[config.mk]
export PLATFORM = sky130hd
export DESIGN_NAME = free_list_flat
export DESIGN_NICKNAME = d
export VERILOG_FILES = /design/src/rtl/free_list_pkg.sv /design/src/rtl/free_list_if.sv /design/src/rtl/free_list_ckpt_ram.sv /design/src/rtl/free_list.sv /design/src/flat_wrapper.sv
export SDC_FILE = /design/constraint.sdc
export NUM_CORES = 2
export LEC_CHECK = 0
export ABC_AREA = 1
export ABC_CLOCK_PERIOD_IN_PS = 51500
export BUFFER_PORTS_ARGS = -buffer_cell sky130_fd_sc_hd__buf_2
export CAP_MARGIN = 25
export CORE_MARGIN = 3
export CORE_UTILIZATION = 60
export CTS_CLUSTER_DIAMETER = 200
export DETAILED_ROUTE_END_ITERATION = 16
export PLACE_DENSITY = 0.83
export SLEW_MARGIN = 30
export SYNTH_ARGS = -nofsm -noshare
export SYNTH_HDL_FRONTEND = slang
export SYNTH_SLANG_ARGS = --single-unit
[constraint.sdc]
create_clock -name clk -period 51.5 [get_ports clk]
set_input_delay 10.3 -clock clk [delete_from_list [all_inputs] [get_ports clk]]
set_output_delay 10.3 -clock clk [all_outputs]
set_load 0.05 [all_outputs]
[src/rtl/free_list_pkg.sv]
// rtl/free_list_pkg.sv - shared widths, pointer types and reset contents for the preg free list
package free_list_pkg;

    localparam int NUM_PREGS     = 128;
    localparam int NUM_ARCH      = 32;
    localparam int ROB_DEPTH     = 32;
    localparam int CKPT_DEPTH    = ROB_DEPTH;
    localparam int PREG_W        = $clog2(NUM_PREGS);
    localparam int ROB_W         = $clog2(ROB_DEPTH);
    localparam int NUM_INIT_FREE = NUM_PREGS - NUM_ARCH;

    typedef logic [PREG_W-1:0] preg_t;
    typedef logic [ROB_W-1:0]  rob_tag_t;
    // Extra MSB is the wrap bit so full and empty are distinguishable.
    typedef logic [PREG_W:0]   fl_ptr_t;

    // Only the read pointer is snapshotted; frees must survive a recovery.
    typedef struct packed {
        fl_ptr_t head;
    } fl_ptrs_snapshot_t;

    localparam fl_ptr_t INIT_TAIL  = fl_ptr_t'(NUM_INIT_FREE);
    localparam fl_ptr_t FULL_COUNT = fl_ptr_t'(NUM_PREGS);

    // Post-reset contents: architectural pregs are mapped, the rest are free in order.
    function automatic preg_t init_entry(input int idx);
        return (idx < NUM_INIT_FREE) ? preg_t'(NUM_ARCH + idx) : '0;
    endfunction

endpackage

[src/rtl/free_list_if.sv]
// rtl/free_list_if.sv - control, allocate and free signals between pipeline and free list
// master: rename/ROB/recovery side driving requests; slave: the free list.
interface free_list_if;

    logic                      flush_i;
    logic                      recover_i;
    free_list_pkg::rob_tag_t   recover_tag_i;
    logic                      checkpoint_take_i;
    free_list_pkg::rob_tag_t   checkpoint_tag_i;
    logic                      alloc_req_i;
    logic                      alloc_valid_o;
    free_list_pkg::preg_t      alloc_preg_o;
    logic                      free_req_i;
    free_list_pkg::preg_t      free_preg_i;
    free_list_pkg::fl_ptr_t    free_count_o;

    modport master (
        output flush_i, recover_i, recover_tag_i, checkpoint_take_i, checkpoint_tag_i,
        output alloc_req_i, free_req_i, free_preg_i,
        input  alloc_valid_o, alloc_preg_o, free_count_o
    );

    modport slave (
        input  flush_i, recover_i, recover_tag_i, checkpoint_take_i, checkpoint_tag_i,
        input  alloc_req_i, free_req_i, free_preg_i,
        output alloc_valid_o, alloc_preg_o, free_count_o
    );

endinterface

[src/rtl/free_list_ckpt_ram.sv]
// rtl/free_list_ckpt_ram.sv - per-ROB-tag read pointer snapshots, one write and one async read port
// Ports: clk, rst (async high), clr (sync clear), wr_en/wr_tag/wr_data, rd_tag/rd_data.
module free_list_ckpt_ram import free_list_pkg::*; (
    input  logic              clk,
    input  logic              rst,
    input  logic              clr,
    input  logic              wr_en,
    input  rob_tag_t          wr_tag,
    input  fl_ptrs_snapshot_t wr_data,
    input  rob_tag_t          rd_tag,
    output fl_ptrs_snapshot_t rd_data
);

    fl_ptrs_snapshot_t slots_q [CKPT_DEPTH];

    always_ff @(posedge clk or posedge rst) begin
        if (rst) begin
            for (int i = 0; i < CKPT_DEPTH; i++) slots_q[i] <= '0;
        end else if (clr) begin
            for (int i = 0; i < CKPT_DEPTH; i++) slots_q[i] <= '0;
        end else if (wr_en) begin
            slots_q[wr_tag] <= wr_data;
        end
    end

    assign rd_data = slots_q[rd_tag];

endmodule

[src/rtl/free_list.sv]
// rtl/free_list.sv - circular FIFO of free physical registers with checkpointed read pointer
// Ports: clk, rst (async high), bus (free_list_if.slave): flush, recover/tag,
// checkpoint take/tag, show-ahead alloc handshake, free request, free count.
module free_list import free_list_pkg::*; (
    input logic       clk,
    input logic       rst,
    free_list_if.slave bus
);

    preg_t             mem_q [NUM_PREGS];
    fl_ptr_t           head_q;
    fl_ptr_t           tail_q;
    fl_ptr_t           count;
    fl_ptr_t           head_next;
    logic              alloc_valid;
    logic              alloc_fire;
    logic              free_fire;
    logic              ckpt_wr;
    fl_ptrs_snapshot_t ckpt_wr_data;
    fl_ptrs_snapshot_t ckpt_rd_data;

    assign count = tail_q - head_q;

    // Flush/recover cycles never hand out a preg; a same-cycle free is not bypassed.
    assign alloc_valid = (count != '0) && !bus.flush_i && !bus.recover_i;
    assign alloc_fire  = bus.alloc_req_i && alloc_valid;
    // p0 is never a real free; a free into a full list is dropped.
    assign free_fire   = bus.free_req_i && (bus.free_preg_i != '0) && (count != FULL_COUNT);
    assign head_next   = alloc_fire ? head_q + fl_ptr_t'(1) : head_q;

    assign bus.alloc_valid_o = alloc_valid;
    assign bus.alloc_preg_o  = mem_q[head_q[PREG_W-1:0]];
    assign bus.free_count_o  = count;

    // Snapshot includes the checkpointing instruction's own allocation.
    assign ckpt_wr           = bus.checkpoint_take_i && !bus.flush_i && !bus.recover_i;
    assign ckpt_wr_data.head = head_next;

    free_list_ckpt_ram u_ckpt (
        .clk     (clk),
        .rst     (rst),
        .clr     (bus.flush_i),
        .wr_en   (ckpt_wr),
        .wr_tag  (bus.checkpoint_tag_i),
        .wr_data (ckpt_wr_data),
        .rd_tag  (bus.recover_tag_i),
        .rd_data (ckpt_rd_data)
    );

    always_ff @(posedge clk or posedge rst) begin
        if (rst) begin
            head_q <= '0;
            tail_q <= INIT_TAIL;
            for (int i = 0; i < NUM_PREGS; i++) mem_q[i] <= init_entry(i);
        end else if (bus.flush_i) begin
            head_q <= '0;
            tail_q <= INIT_TAIL;
            for (int i = 0; i < NUM_PREGS; i++) mem_q[i] <= init_entry(i);
        end else begin
            // Recovery only rewinds head; the ROB keeps retiring, so frees still land.
            head_q <= bus.recover_i ? ckpt_rd_data.head : head_next;
            if (free_fire) begin
                mem_q[tail_q[PREG_W-1:0]] <= bus.free_preg_i;
                tail_q                    <= tail_q + fl_ptr_t'(1);
            end
        end
    end

    a_count_bound : assert property (@(posedge clk) disable iff (rst) count <= FULL_COUNT);
    a_no_overflow : assert property (@(posedge clk) disable iff (rst)
        !(bus.free_req_i && (bus.free_preg_i != '0) && (count == FULL_COUNT) && !bus.flush_i));

endmodule

[src/flat_wrapper.sv]
// flat-port wrapper written by rule: the top's interface ports become plain ports
module free_list_flat import free_list_pkg::*;
  (clk, rst, bus_flush_i, bus_recover_i, bus_recover_tag_i, bus_checkpoint_take_i, bus_checkpoint_tag_i, bus_alloc_req_i, bus_free_req_i, bus_free_preg_i, bus_alloc_valid_o, bus_alloc_preg_o, bus_free_count_o);
  free_list_if bus_i ();
  input logic clk;
  input logic rst;
  input wire logic [$bits(bus_i.flush_i)-1:0] bus_flush_i;
  input wire logic [$bits(bus_i.recover_i)-1:0] bus_recover_i;
  input wire logic [$bits(bus_i.recover_tag_i)-1:0] bus_recover_tag_i;
  input wire logic [$bits(bus_i.checkpoint_take_i)-1:0] bus_checkpoint_take_i;
  input wire logic [$bits(bus_i.checkpoint_tag_i)-1:0] bus_checkpoint_tag_i;
  input wire logic [$bits(bus_i.alloc_req_i)-1:0] bus_alloc_req_i;
  input wire logic [$bits(bus_i.free_req_i)-1:0] bus_free_req_i;
  input wire logic [$bits(bus_i.free_preg_i)-1:0] bus_free_preg_i;
  output wire logic [$bits(bus_i.alloc_valid_o)-1:0] bus_alloc_valid_o;
  output wire logic [$bits(bus_i.alloc_preg_o)-1:0] bus_alloc_preg_o;
  output wire logic [$bits(bus_i.free_count_o)-1:0] bus_free_count_o;
  assign bus_i.flush_i = bus_flush_i;
  assign bus_i.recover_i = bus_recover_i;
  assign bus_i.recover_tag_i = bus_recover_tag_i;
  assign bus_i.checkpoint_take_i = bus_checkpoint_take_i;
  assign bus_i.checkpoint_tag_i = bus_checkpoint_tag_i;
  assign bus_i.alloc_req_i = bus_alloc_req_i;
  assign bus_i.free_req_i = bus_free_req_i;
  assign bus_i.free_preg_i = bus_free_preg_i;
  assign bus_alloc_valid_o = bus_i.alloc_valid_o;
  assign bus_alloc_preg_o = bus_i.alloc_preg_o;
  assign bus_free_count_o = bus_i.free_count_o;
  free_list u_core (.clk(clk), .rst(rst), .bus(bus_i));
endmodule
Word level (Yosys, flattened, before mapping)
Cells that the tools add are included.
{"block": "word_totals", "register_bits": 1168, "elab_cells": 212}
{"block": "op_classes", "addsub": 3, "n_lt_le_gt_ge": 6, "n_eq_ne": 1, "n_mux": 21, "n_bitwise": 4, "reduce_logical": 15}
{"operator": "896-bit 2-to-1 mux", "n": 2}
{"operator": "896-bit bitwise mux", "n": 1}
{"operator": "256-bit 2-to-1 mux", "n": 2}
{"operator": "256-bit bitwise mux", "n": 1}
{"operator": "8-bit 2-to-1 mux", "n": 8}
{"operator": "7-bit binary-select mux with 7-bit select", "n": 1}
{"operator": "7-bit demux with 7-bit select", "n": 1}
{"operator": "8-bit binary-select mux with 5-bit select", "n": 1}
{"operator": "8-bit demux with 5-bit select", "n": 1}
{"operator": "7-bit 2-to-1 mux", "n": 3}
{"operator": "8-bit by 1-bit adder with 8-bit output (second input constant)", "n": 2}
{"operator": "8-bit greater-or-equal comparator (second input constant)", "n": 2}
{"operator": "7-bit inverter with 8-bit output", "n": 2}
{"operator": "6-bit greater-or-equal comparator (second input constant)", "n": 2}
{"operator": "5-bit inverter with 6-bit output", "n": 2}
{"operator": "1-bit logical AND", "n": 9}
{"operator": "8-bit by 1-bit < comparator with 1-bit output (second input constant)", "n": 1}
{"operator": "8-bit != test (second input constant)", "n": 1}
{"operator": "8-bit nonzero test", "n": 1}
{"operator": "8-bit subtractor", "n": 1}
{"operator": "7-bit nonzero test", "n": 1}
{"operator": "6-bit by 1-bit < comparator with 1-bit output (second input constant)", "n": 1}
{"operator": "2-bit nonzero test", "n": 2}
{"operator": "1-bit zero test", "n": 2}

Logic depth before layout (Yosys ltp)
{"block": "depth", "ltp_word": 9, "ltp_mapped": 20}

By module
Synthesis repeated with hierarchy kept, for this count alone.
{"block": "unflattened", "hier_cells": 7345, "hier_area_um2": 58015.6}
{"mod": "free_list", "instances": 1, "cells_per_inst": 5814, "area_each_um2": 45820.2, "seq_area_each_um2": 23284.8}
{"mod": "free_list_ckpt_ram", "instances": 1, "cells_per_inst": 1531, "area_each_um2": 12195.4, "seq_area_each_um2": 6406.1}

Worst setup path after synthesis
Ideal clock, no wire load.
{"block": "synth_path", "path_type": "input to output", "startpoint": "input port bus_flush_i", "endpoint": "output port bus_alloc_valid_o", "arrival_ns": 11.552, "required_time_ns": 41.200, "path_slack_ns": 29.648, "path_stages": 4, "cell_sequence": "nor2_1 clkbuf_1 clkbuf_1 and2_1"}
{"block": "synth_via", "elab_chain_len": 3}
{"item": "start: declaration", "line_no": "flat_wrapper.sv:7", "source": "input wire logic [$bits(bus_i.flush_i)-1:0] bus_flush_i;"}
{"item": "1-bit zero test", "line_no": "free_list.sv:25", "source": "assign alloc_valid = (count != '0) && !bus.flush_i && !bus.recover_i;"}
{"item": "1-bit logical AND (2 in series)", "line_no": "free_list.sv:25"}
{"item": "end: declaration", "line_no": "flat_wrapper.sv:15", "source": "output wire logic [$bits(bus_i.alloc_valid_o)-1:0] bus_alloc_valid_o;"}
No other way between the ends.

Worst setup path after layout
{"block": "layout_path", "startpoint": "input port bus_recover_i", "endpoint": "output port bus_alloc_valid_o"}
{"block": "layout_via", "elab_chain_len": 2}
{"item": "start: declaration", "line_no": "flat_wrapper.sv:8", "source": "input wire logic [$bits(bus_i.recover_i)-1:0] bus_recover_i;"}
{"item": "1-bit zero test", "line_no": "free_list.sv:25"}
{"item": "1-bit logical AND", "line_no": "free_list.sv:25"}
No other way between the ends.

==> flow_metrics.tcl <==
set metrics [dict create \
    areaGrowthSynthToFinish_pct 6.81 \
    path_common_cell "buf_2" \
    grt_pass1_wl_um 277000 \
    track_usage_pct 33.7 \
    hpwl_um 100000 \
    finalPower_mw 2.10 \
    synth_edf_count 0 \
    rows 113 \
    clockBufferDepth 3 \
    combinationalPowerShare_pct 11.8 \
    holdBufCountCts 0 \
    grt_max_degree 199 \
    wl_per_cell_um 21.0 \
    pre_cts_ws_ns 30.20 \
    setup_ws_ns 30.15 \
    fin_crit_sh_pct 41.5 \
    layout_commonest_cell "nor2_1" \
    cts.htree.levels 3 \
    ys_ff_latch 1168 \
    vias 53200 \
    instances_no_fill 8300 \
    drt_pass1_iterations 7 \
    crit_required_ns 41.20 \
    start_util_pct 61.0 \
    synthCells 7272 \
    crit_type "input pin to primary output" \
    worstSetupEndpointType "primary output" \
    post_cts_buffers 0 \
    fin_crit_ns 21.35 \
    antenna_found_initial 3 \
    seq_area_frac_synth_pct 50.9 \
    yosys_warnings 0 \
    relSlewSlack_pct 27.7 \
    internal-power_mw 1.52 \
    drc 0 \
    hold_path.startpoint "u_core.u_ckpt.slots_q[81]$_DFFE_PP0P_" \
    critPathLaunch "bus_recover_i" \
    hold_slack_ns 0.484 \
    syn-mean-instance-area_um2 8.03 \
    dieArea_um2 101000 \
    synth.distinct_cells 43 \
    mostFrequentLayoutCells "1417 x nor2_1, 1024 x o21ai_0, 978 x nand2_1, 945 x nand3_1, 794 x dfrtp_1" \
    path_buf_inv 2 \
    ios 40 \
    nFillCells 7699 \
    nNetsFinal 6962 \
    rsz0062_at_grt "no" \
    dp.cells 8069 \
    worstSetupStartpointType "input pin" \
    cp_max_fo 11 \
    p_per_area_nw_per_um2 33.7 \
    tightest_slew_ns 1.08 \
    worst_clock_skew_ns 0.0469 \
    p_seq_share_pct 45.5 \
    crit_family "buffers and inverters" \
    cts_resized 0 \
    switching_share_pct 27.9 \
    hold_path_class "flip-flop to flip-flop" \
    vias_per_cell 6.41 \
    die_x_um 318 \
    cts.sinks 1168 \
    grt_pass1_vias 51000 \
    synth_top_family_by_area "simple AND/OR/NAND/NOR gates" \
    critPathMaxStageDelay_ns 0.26 \
    critPathSlowestCell "buf_2" \
    maxCapViolCount 0 \
    yosys.area_share.simple_pct 26.7 \
    timing.rr.start "u_core.head_q[1]$_DFF_PP0_" \
    synth_fa_ha_area_share_pct 0.227 \
    clock_latency_ns 0.75 \
    slew_viol_final 0 \
    drive_gt1_share_pct 12.1 \
    die_h_um 318 \
    syn_area_um2 58400 \
    gp_congestion 0.978 \
    fin_tns_setup_ns 0 \
    async_flop_share_pct 100 \
    crit_chain "buf_2, nor2_1, and2_1, buf_2" \
    p_sw_mw 0.586 \
    grt.overflow.total 0 \
    fp.coreArea_um2 95700 \
    clock.fmax_ghz 0.0468 \
    power.leakage_nw 25.9 \
    status "completed" \
    synth_mux_area_share_pct 0 \
    synth-xor-area-share_pct 0.0900 \
    clock-root-buffer "clkbuf_16" \
    cts_tree "yes" \
    r2r_setup_slack_ns 45.20 \
    finalSetupViolCount 0 \
    hold_viol_final 0 \
    synth_ff_type "dfrtp_1" \
    clk_pin_slew_ns 0.06 \
    synth_nets 7306 \
    irDropWorstVdd_mv 0.0292 \
    worstPathArrival_ns 11.05 \
    portBuffers 39 \
    synth_compound_area_share_pct 16.0 \
    ant_nets 0 \
    totalWireLength_um 174000 \
    drt_iter0_drc 7632 \
    numCtsBuffers 120 \
    clkPwrFrac_pct 42.7 \
]
-- power groups by stage --
stage / registers [mW] / logic, mW / clock network (mW)
6_report: 0.956 / 0.247 / 0.898
5_1_grt: 0.957 / 0.266 / 0.941
3_5_place_dp: 0.971 / 0.237 / 0
3_3_place_gp: 0.970 / 0.233 / 0
2_1_floorplan: 0.965 / 0.167 / 0
4_1_cts: 0.956 / 0.239 / 0.904
-- per-stage QoR --
stage | utilization, % | area, um2
CTS | 65.1 | 62300
floorplan | - | 58400
global placement | 60.7 | 58100
global route | 65.1 | 62300
finish | 65.1 | 62400
detailed placement | 60.8 | 58200
-- sequential cells by signal, summed over array words and instances (netlist names) --
| signal | count |
|---|---|
| u_core.head_q | 8 |
| u_core.mem_q | 896 |
| u_core.tail_q | 8 |
| u_core.u_ckpt.slots_q | 256 |
-- metal layers --
metal	share of wire, %	vias up	track usage [%]
met2	45	3258	51.0
li1	-	23800	-
met3	12	622	8.76
met4	5.3	2	17.0
met1	38	25500	45.0
met5	0.0075	-	0
-- path summary, 6_finish.rpt --
kind / endpoint / cells past startpoint
setup / recovery: bus_alloc_valid_o / 4
hold / removal: u_core.u_ckpt.slots_q[81]$_DFFE_PP0P_ / 2
setup reg to reg: u_core.mem_q[516]$_DFFE_PP0P_ / 15
hold reg to reg: u_core.u_ckpt.slots_q[81]$_DFFE_PP0P_ / 2
max in group asynchronous: u_core.mem_q[279]$_DFFE_PP1P_ / 6
min in group asynchronous: u_core.mem_q[136]$_DFFE_PP0P_ / 2
-- worst reg2reg max path: cells and delay by family (launching register included) --
kind | cells | cell delay, ns
compound gates | 1 | 0.14
fa+ha+maj | 1 | 0.50
buf+inv | 4 | 2.57
flops | 1 | 0.87
simple gates | 9 | 2.01
-- cell type report --
type | count | area (um2) | area share [%]
well taps | 1265 | 1580 | 2.54
flip-flops and latches | 1168 | 29700 | 47.6
clock buffers | 188 | 3530 | 5.66
repair buffers | 110 | 880 | 1.41
clock inverters | 39 | 571 | 0.915
multi-input cells | 5288 | 25100 | 40.3
diodes | 2 | 5.00 | 0.00803
inverters | 240 | 941 | 1.51
-- synth_stat cells (30+ instances only) --
cell / instances / share of area, %
a21oi_1: 273 / 2.3
buf_1: 72 / 0.46
buf_2: 103 / 0.88
buf_4: 53 / 0.68
clkbuf_1: 325 / 2.1
dfrtp_1: 798 / 34
dfstp_2: 370 / 17
inv_1: 219 / 1.4
nand2_1: 985 / 6.3
nand2_2: 42 / 0.45
nand3_1: 945 / 8.1
nand3_2: 51 / 0.87
nand4_1: 30 / 0.32
nor2_1: 1419 / 9.1
o211ai_1: 148 / 1.9
o21ai_0: 1024 / 8.8
o21ai_1: 122 / 1.0
o22ai_1: 159 / 1.7
-- cells by family (layout without fill, tap and decap cells) --
logic type	after synthesis	in the layout
AND/OR/NAND/NOR	3533	3533
AO/OA/AOI/OAI	1739	1739
flip-flops	1168	1168
buffers and inverters	816	577
adder cells (fa/ha/maj)	10	10
XOR/XNOR	6	6
other	0	2
Power figures use the tool's default switching activity.
